<file path="config.mk">
export PLATFORM = sky130hd
export DESIGN_NAME = echo_portal_fifo
export DESIGN_NICKNAME = d
export VERILOG_FILES = /design/src/rtl/echo_portal_pkg.sv /design/src/rtl/echo_portal_fifo_buf.sv /design/src/rtl/echo_portal_fifo.sv
export SDC_FILE = /design/constraint.sdc
export NUM_CORES = 1
export LEC_CHECK = 0
export ABC_AREA = 1
export CORE_MARGIN = 1
export CORE_UTILIZATION = 53
export DETAILED_ROUTE_END_ITERATION = 8
export PLACE_DENSITY_LB_ADDON = 0.1
export SLEW_MARGIN = 0
export SYNTH_ARGS = -nofsm -noshare
export SYNTH_HDL_FRONTEND = slang
export SYNTH_HIERARCHICAL = 1
export SYNTH_SLANG_ARGS = --single-unit
</file>
<file path="constraint.sdc">
create_clock -name CLK -period 3.1 [get_ports CLK]
set_clock_uncertainty 0.05 [all_clocks]
set_input_delay 0.93 -clock CLK [delete_from_list [all_inputs] [get_ports CLK]]
set_output_delay 0.93 -clock CLK [all_outputs]
set_load 0.005 [all_outputs]
</file>
<file path="src/rtl/echo_portal_pkg.sv">
// Shared constants for the echo portal.
//   METHOD_HEARD         : method number of the single indication ("heard")
//   HDR_METHOD_W/SIZE_W  : header field widths {method, size}
//   WORD_W               : indication word width
//   ST_*                 : serializer FSM encodings
//   nw_of()              : payload words per message, ceil(data_w / 32)
package echo_portal_pkg;

  localparam logic [15:0] METHOD_HEARD = 16'd0;
  localparam int          HDR_METHOD_W = 16;
  localparam int          HDR_SIZE_W   = 16;
  localparam int          WORD_W       = 32;

  localparam logic [1:0]  ST_IDLE = 2'd0;
  localparam logic [1:0]  ST_HDR  = 2'd1;
  localparam logic [1:0]  ST_PAY  = 2'd2;

  function automatic int nw_of(input int data_w);
    return (data_w + WORD_W - 1) / WORD_W;
  endfunction

endpackage

</file>
<file path="src/rtl/echo_portal_fifo_buf.sv">
// Request buffer: DEPTH-entry FIFO holding payloads waiting to be echoed.
// Ports:
//   clk, rst : clock, asynchronous active-high reset
//   push/din : enqueue strobe and data (ignored while not ready)
//   pop      : dequeue strobe (ignored while empty)
//   dout     : head entry
//   ready    : registered count < DEPTH, no path from pop
//   empty    : no entries
module echo_portal_fifo_buf #(
  parameter int DATA_W = 32,
  parameter int DEPTH  = 4
) (
  input  logic              clk,
  input  logic              rst,
  input  logic              push,
  input  logic [DATA_W-1:0] din,
  input  logic              pop,
  output logic [DATA_W-1:0] dout,
  output logic              ready,
  output logic              empty
);

  localparam int PTR_W = $clog2(DEPTH);

  logic [DATA_W-1:0] mem [DEPTH];
  logic [PTR_W-1:0]  wr_ptr;
  logic [PTR_W-1:0]  rd_ptr;
  logic [PTR_W:0]    count;
  logic              do_push;
  logic              do_pop;

  assign ready   = count < (PTR_W+1)'(DEPTH);
  assign empty   = count == '0;
  assign do_push = push && ready;
  assign do_pop  = pop && !empty;
  assign dout    = mem[rd_ptr];

  always_ff @(posedge clk) begin
    if (do_push) mem[wr_ptr] <= din;
  end

  always_ff @(posedge clk or posedge rst) begin
    if (rst) begin
      wr_ptr <= '0;
      rd_ptr <= '0;
      count  <= '0;
    end else begin
      if (do_push) wr_ptr <= wr_ptr + PTR_W'(1);
      if (do_pop)  rd_ptr <= rd_ptr + PTR_W'(1);
      case ({do_push, do_pop})
        2'b10:   count <= count + (PTR_W+1)'(1);
        2'b01:   count <= count - (PTR_W+1)'(1);
        default: ;
      endcase
    end
  end

endmodule

</file>
<file path="src/rtl/echo_portal_fifo.sv">
// Echo portal: buffers say() requests and serializes each as a "heard"
// indication message of 32-bit words (header, then payload LS word first).
// Optional feature: define ECHO_PORTAL_STATS_EN to add echo_count, the
// number of fully delivered messages (wraps at 2^32).
// Ports:
//   CLK, RST                          : clock, asynchronous active-high reset
//   RDY_request_say / EN_request_say  : request handshake, request_say_v payload
//   ind_messageSize_size(_methodNumber): message length in words per method
//   ind_indications_0_first/_deq/_notEmpty : indication word stream
//   ind_intr_status / ind_intr_channel: interrupt pending / channel id
//   RDY_ind_*                         : method-ready flags
//
// state | meaning
// IDLE  | nothing to deliver; pops FIFO head when available
// HDR   | header word presented on first
// PAY   | payload word presented; words_left counts down to last word
module echo_portal_fifo
  import echo_portal_pkg::*;
#(
  parameter int DATA_W       = 32,
  parameter int DEPTH        = 4,
  parameter int INTR_CHANNEL = 0
) (
  input  logic              CLK,
  input  logic              RST,
  output logic              RDY_request_say,
  input  logic [DATA_W-1:0] request_say_v,
  input  logic              EN_request_say,
  input  logic [15:0]       ind_messageSize_size_methodNumber,
  output logic [15:0]       ind_messageSize_size,
  output logic              RDY_ind_messageSize_size,
  output logic [31:0]       ind_indications_0_first,
  output logic              RDY_ind_indications_0_first,
  input  logic              EN_ind_indications_0_deq,
  output logic              RDY_ind_indications_0_deq,
  output logic              ind_indications_0_notEmpty,
  output logic              RDY_ind_indications_0_notEmpty,
  output logic              ind_intr_status,
  output logic              RDY_ind_intr_status,
  output logic [31:0]       ind_intr_channel,
  output logic              RDY_ind_intr_channel
`ifdef ECHO_PORTAL_STATS_EN
  ,
  output logic [31:0]       echo_count
`endif
);

  localparam int NW    = nw_of(DATA_W);
  localparam int PW    = NW * WORD_W;
  localparam int CNT_W = $clog2(NW + 1);

  localparam logic [WORD_W-1:0] HDR_WORD = {METHOD_HEARD, HDR_SIZE_W'(NW + 1)};

  logic [1:0]        state;
  logic [PW-1:0]     pay_reg;
  logic [CNT_W-1:0]  words_left;
  logic [DATA_W-1:0] fifo_dout;
  logic              fifo_empty;
  logic              fifo_pop;
  logic              deq;
  logic              last_deq;
  logic              not_empty;

  echo_portal_fifo_buf #(
    .DATA_W (DATA_W),
    .DEPTH  (DEPTH)
  ) u_buf (
    .clk   (CLK),
    .rst   (RST),
    .push  (EN_request_say),
    .din   (request_say_v),
    .pop   (fifo_pop),
    .dout  (fifo_dout),
    .ready (RDY_request_say),
    .empty (fifo_empty)
  );

  assign not_empty = state != ST_IDLE;
  assign deq       = EN_ind_indications_0_deq && not_empty;
  assign last_deq  = deq && (state == ST_PAY) && (words_left == CNT_W'(1));
  // Popping on the last-word deq lets the next message follow with no bubble.
  assign fifo_pop  = !fifo_empty && ((state == ST_IDLE) || last_deq);

  always_ff @(posedge CLK or posedge RST) begin
    if (RST) begin
      state      <= ST_IDLE;
      pay_reg    <= '0;
      words_left <= '0;
    end else if (fifo_pop) begin
      state      <= ST_HDR;
      pay_reg    <= PW'(fifo_dout);
      words_left <= CNT_W'(NW);
    end else if (deq) begin
      case (state)
        ST_HDR: state <= ST_PAY;
        ST_PAY: begin
          pay_reg    <= pay_reg >> WORD_W;
          words_left <= words_left - CNT_W'(1);
          if (last_deq) state <= ST_IDLE;
        end
        default: state <= ST_IDLE;
      endcase
    end
  end

  always_comb begin
    ind_indications_0_first = '0;
    case (state)
      ST_HDR:  ind_indications_0_first = HDR_WORD;
      ST_PAY:  ind_indications_0_first = pay_reg[WORD_W-1:0];
      default: ind_indications_0_first = '0;
    endcase
  end

  assign ind_messageSize_size = (ind_messageSize_size_methodNumber == METHOD_HEARD)
                                ? 16'(NW + 1) : 16'd0;

  assign ind_indications_0_notEmpty     = not_empty;
  assign ind_intr_status                = not_empty;
  assign ind_intr_channel               = 32'(INTR_CHANNEL);
  assign RDY_ind_indications_0_first    = not_empty;
  assign RDY_ind_indications_0_deq      = not_empty;
  assign RDY_ind_messageSize_size       = 1'b1;
  assign RDY_ind_indications_0_notEmpty = 1'b1;
  assign RDY_ind_intr_status            = 1'b1;
  assign RDY_ind_intr_channel           = 1'b1;

`ifdef ECHO_PORTAL_STATS_EN
  always_ff @(posedge CLK or posedge RST) begin
    if (RST)           echo_count <= '0;
    else if (last_deq) echo_count <= echo_count + 32'd1;
  end
`endif

endmodule

</file>
==> results of run 1 <==
## cell families after synthesis
family / count (synthesis)
XOR/XNOR: 2
AND/OR/NAND/NOR: 272
buffers and inverters: 210
AO/OA/AOI/OAI: 69
flip-flops: 170
other: 2
adder cells (fa/ha/maj): 9
## synth_stat cells
cell type / instances / area [um2]
nand2_1: 216 / 810.8
edfxtp_1: 128 / 3844
inv_1: 120 / 450.4
o211ai_1: 64 / 480.5
buf_4: 56 / 420.4
dfrtp_1: 42 / 1051
nand3_1: 36 / 180.2
buf_6: 16 / 180.2
nor2_1: 15 / 56.30
buf_2: 10 / 50.05
ha_1: 8 / 100.1
clkbuf_1: 6 / 22.52
nand4_1: 3 / 18.77
conb_1: 2 / 7.510
inv_2: 2 / 7.510
o21ai_0: 2 / 10.01
a21boi_0: 1 / 7.510
a21oi_1: 1 / 5.000
a21oi_4: 1 / 16.27
fa_1: 1 / 20.02
nand2_2: 1 / 6.260
nand4_4: 1 / 21.27
xnor2_1: 1 / 8.760
xor2_1: 1 / 8.760
## metal layers
layer	up-vias	global-route usage, %	part of all wire (%)
li1	2436	-	-
met1	2258	27.82	46
met2	193	33.17	47
met3	13	4.336	6.3
met4	0	7.605	1.0
met5	-	0	0
## final timing paths
kind / slack, ns / start / cells after the start / end
setup reg to reg: 0.69 / state[0] / 14 / u_buf/count[2]
min in group asynchronous: 0.74 / RST / 2 / u_buf/wr_ptr[1]
hold / removal: 0.43 / u_buf/count[0] / 1 / u_buf/count[0]
setup / recovery: 0.13 / state[0] / 6 / ind_indications_0_first[1]
hold reg to reg: 0.43 / u_buf/count[0] / 1 / u_buf/count[0]
max in group asynchronous: 1.79 / RST / 3 / pay_reg[4]
## area by class of cell
cell class / instances / area, um2 / share of cell area, %
sequential: 170 / 4895 / 53.04
multi-input combinational: 403 / 1952 / 21.15
timing repair buffer: 102 / 1054 / 11.42
inverter: 122 / 459.2 / 4.976
clock buffer: 21 / 450.4 / 4.881
tap: 180 / 225.2 / 2.441
clock inverter: 11 / 192.7 / 2.088
## layout by cell type, fill, tap and decap left out, drive strengths merged, types with 2 or more instances in the layout
cell type,netlist,layout
o21ai,2,2
clkbuf,6,21
nand4,4,4
dfrtp,42,42
conb,2,51
edfxtp,128,128
clkdlybuf4s50,0,88
inv,122,122
ha,8,8
a21oi,2,2
bufinv,0,5
o211ai,64,64
nand2,217,217
clkinv,0,5
buf,82,13
nor2,15,15
nand3,36,36
## what timing repair did
action	CTS	global route
gates resized for setup	1	2
pin swaps	2	0
setup endpoints to repair	1	1
buffers inserted	0	0
## power groups by stage
stage / logic [mW] / registers [mW] / clock network (mW)
finish: 2.71 / 3.24 / 2.28
CTS: 2.73 / 3.24 / 2.30
floorplan: 2.09 / 3.24 / 0
global route: 3.11 / 3.29 / 2.40
global placement: 2.63 / 3.26 / 0
detailed placement: 2.72 / 3.28 / 0
==> impl_metrics.yaml, run 1 <==
power:
  comb_power_share_pct: 33.0
  cellLeakagePower_nw: 4.186
  p_int_mw: 5.446
  p_sw_mw: 2.779
  p_sw_share_pct: 33.79
  power_density_mw_per_mm2: 891.3
  seqPwrFrac_pct: 39.4
  ir_drop_v: 0.0005388
  power_mw: 8.225
  clock_power_share_pct: 27.7
sta:
  fmax_ghz: 0.3367
  timing.final.ws_setup_ns: 0.1297
  tightest_slew_ns: 0.7253
  setup_viol: 0
  setup_tns_ns: 0
  finalCriticalPeriod_ns: 2.970
  holdWs_ns: 0.4278
  final-hold-violation-count: 0
  maxSlewViolCount: 0
  post-route-period-util_pct: 95.82
  maxSlewHeadroom_pct: 51.60
  rsz0062_at_grt: "no"
critical_path:
  path_class: "flop to output pin"
  crit_fanout: 13
  worst_setup_path_end_kind: "output pin"
  required_ns: 2.12
  crit_slowest_cell: "clkdlybuf4s50_1"
  critPathTopFamily: "buffers and inverters"
  path_buf_inv: 3
  crit_chain: "inv_1, ha_1, buf_6, nand2_1, a21boi_1, clkdlybuf4s50_1"
  worstPathArrival_ns: 1.99
  max_stage_delay_ns: 0.52
  start_kind: "flop"
placement:
  portBuffers: 89
  dp_hpwl_um: 8954
  placed_area_mm2: 0.008582
  dp_slack_ns: -0.06029
  place_inst: 977
  gp_congestion: 0.7479
detailed_routing:
  routed_wirelength_um: 14200
  wl_per_cell_um: 14.07
  dr_total_vias: 4900
  dr.pass1.iters: 5
  drt_iter0_drc: 333
  drc: 0
  via_per_inst: 4.856
  ant_nets: 0
clock_network:
  cts_tree: "done"
  ctsRootBufferMaster: "clkbuf_16"
  clk_path_buf_depth: 2
  insertion_delay_ns: 0.42
  numClockSinks: 170
  cts_max_level: 4
  clkTransAtPathRegs_ns: 0.06
  numCtsBuffers: 17
  hold_buffers: 0
die:
  ioPinCount: 141
  die_w_um: 123.2
  coreArea_mm2: 0.01410
  die_h_um: 123.2
  num_rows: 43
  die-area_mm2: 0.01517
  start_util_pct: 55.22
global_routing:
  grt.overflow.total: 0
  grt_max_degree: 77
  grt_pass1_wl_um: 22980
  grt_pass1_vias: 4593
  grt_use_total_pct: 20.66
  antenna_found_initial: 0
yosys:
  synth.distinct_cells: 24
  synth_mux_area_share_pct: 0
  syn_inst: 734
  synth_compound_area_share_pct: 6.671
  seq_area_frac_synth_pct: 62.88
  synth-xor-area-share_pct: 0.2250
  ys.warnings.count: 6
  ys_seq_elements: 170
  syn_area_per_cell_um2: 10.60
  synth-simple-area-share_pct: 14.05
  synthAdderAreaFrac_pct: 1.543
  synth_area_mm2: 0.007784
  synth_top_family_by_area: "buffers and inverters"
layout:
  diodes: 0
  drive_gt1_share_pct: 6.152
  finalInstanceArea_mm2: 0.009228
  finalNetCount: 877
  largest_register_ffs: 128
  nFillCells: 1090
  area_growth_pct: 18.55
  fin_util_pct: 65.46
  final_cell_count_no_fill: 1009
outcome:
  outcome: "complete, no violations"
run:
  max_cap_viol_count: 0
worst_hold_path:
  min_path_type: "flop to flop"
No activity file was read; power rests on OpenSTA's default activity.
==> inputs of run 2 (changes only) <==
Settings changed: CORE_UTILIZATION 53 to 40.
==> impl_metrics.yaml, run 2 (synthesis gave the netlist of run 1 again) <==
outcome:
  outcome: "complete, no violations"
layout:
  fin_util_pct: 49.21
  largest_register_ffs: 128
  finalInstanceArea_mm2: 0.009296
  final_cell_mix: "nand2_1, edfxtp_1, inv_1"
  area_growth_pct: 19.43
  final_common_cell: "nand2_1"
  drive_gt1_share_pct: 6.747
  finalNetCount: 878
  diodes: 0
  final_cell_count_no_fill: 1090
critical_path:
  start_kind: "flop"
  cpMostUsedCell: "inv_1"
  worst_setup_path_end_kind: "output pin"
  crit_fanout: 17
  crit_path_start: "state[0]"
  crit_chain: "inv_1, ha_2, buf_4, nand2_1, inv_1, clkdlybuf4s50_1"
  worstReg2RegStart: "state[0]"
  path_class: "flop to output pin"
  crit_slowest_cell: "clkdlybuf4s50_1"
  max_stage_delay_ns: 0.50
  required_ns: 2.12
  worstPathArrival_ns: 2.06
sta:
  maxSlewHeadroom_pct: 58.89
  finalCriticalPeriod_ns: 3.039
  final-hold-violation-count: 0
  fmax_ghz: 0.3290
  rsz0062_at_grt: "yes"
  setup_tns_ns: 0
  setup_viol: 0
  holdWs_ns: 0.4332
  maxSlewViolCount: 0
  post-route-period-util_pct: 98.04
  timing.final.ws_setup_ns: 0.06082
  tightest_slew_ns: 0.6129
die:
  die-area_mm2: 0.02002
  die_w_um: 141.5
  ioPinCount: 141
  num_rows: 50
  die_h_um: 141.5
  coreArea_mm2: 0.01889
  start_util_pct: 41.20
placement:
  placed_area_mm2: 0.008750
  place_inst: 1058
  dp_hpwl_um: 9386
  gp_congestion: 0.7298
  dp_slack_ns: -0.1193
  portBuffers: 89
detailed_routing:
  ant_nets: 0
  via_per_inst: 4.500
  wl_per_cell_um: 14.16
  drc: 0
  drt_iter0_drc: 236
  dr_total_vias: 4905
  routed_wirelength_um: 15440
  dr.pass1.iters: 4
worst_hold_path:
  min_path_type: "flop to flop"
  hold_start: "u_buf/count[0]"
power:
  cellLeakagePower_nw: 4.144
  ir_drop_v: 0.0004313
  power_density_mw_per_mm2: 846.9
  power_mw: 7.873
clock_network:
  insertion_delay_ns: 0.42
  cts_setup_buffers: 0
  cts_tree: "done"
  clk_path_buf_depth: 2
  clkTransAtPathRegs_ns: 0.07
  numCtsBuffers: 17
  numClockSinks: 170
  cts_max_level: 4
  ctsRootBufferMaster: "clkbuf_16"
global_routing:
  grt_pass1_wl_um: 24410
  antenna_found_initial: 0
  grt.overflow.total: 0
  grt_pass1_vias: 4637
  grt_use_total_pct: 16.43
  grt_max_degree: 93
run:
  max_cap_viol_count: 0
==> run 2: report_power, final <==
| part | internal [mW] | leakage, nW | switching (mW) |
|---|---|---|---|
| Sequential | 3.03 | 1.68 | 0.206 |
| Combinational | 0.999 | 2.21 | 1.71 |
| Clock | 1.04 | 0.256 | 0.891 |
==> run 2: final cells by class <==
cell class | instances | area, um2
Fill cell | 1731 | 9597
Sequential cell | 170 | 4895
Multi-Input combinational cell | 403 | 1977
Timing Repair Buffer | 103 | 1095
Inverter | 122 | 459.2
Clock buffer | 17 | 425.4
Tap cell | 260 | 325.3
Clock inverter | 15 | 120.1
==> run 2: final timing paths <==
path / endpoint / slack, ns / depth (start not counted)
min reg2reg: u_buf/count[0] / 0.43 / 1
min: u_buf/count[0] / 0.43 / 1
max in group asynchronous: pay_reg[17] / 1.69 / 3
min in group asynchronous: u_buf/rd_ptr[1] / 0.78 / 2
max reg2reg: u_buf/count[2] / 0.64 / 14
max: ind_indications_0_first[7] / 0.06 / 6
==> run 2: worst max-delay path, delay by kind of cell (launching register included) <==
family | cells | cell delay (ns)
adder cells (fa/ha/maj) | 1 | 0.19
buffers and inverters | 4 | 0.91
flip-flops | 1 | 0.40
AND/OR/NAND/NOR | 1 | 0.14
==> run 2: repair_timing <==
action | in CTS | in global routing
gates resized for setup | 2 | 0
pin swaps | 1 | 0
setup endpoints to repair | 1 | 23
hold buffers | 0 | 0
cloned | 0 | 0
==> run 2: layer usage <==
metal,vias to the layer above,share of wire [%],track usage [%]
met4,0,0.81,5.093
met5,-,0,0
met2,165,49,28.30
li1,2448,-,-
met3,9,6.3,3.881
met1,2283,44,20.48
==> inputs of run 3 (changes only) <==
Settings changed: CORE_MARGIN 1 to unset, SLEW_MARGIN 0 to 20.
==> results of run 3 <==
Same layout as run 2: the final DEF is identical, and so are final timing and power.
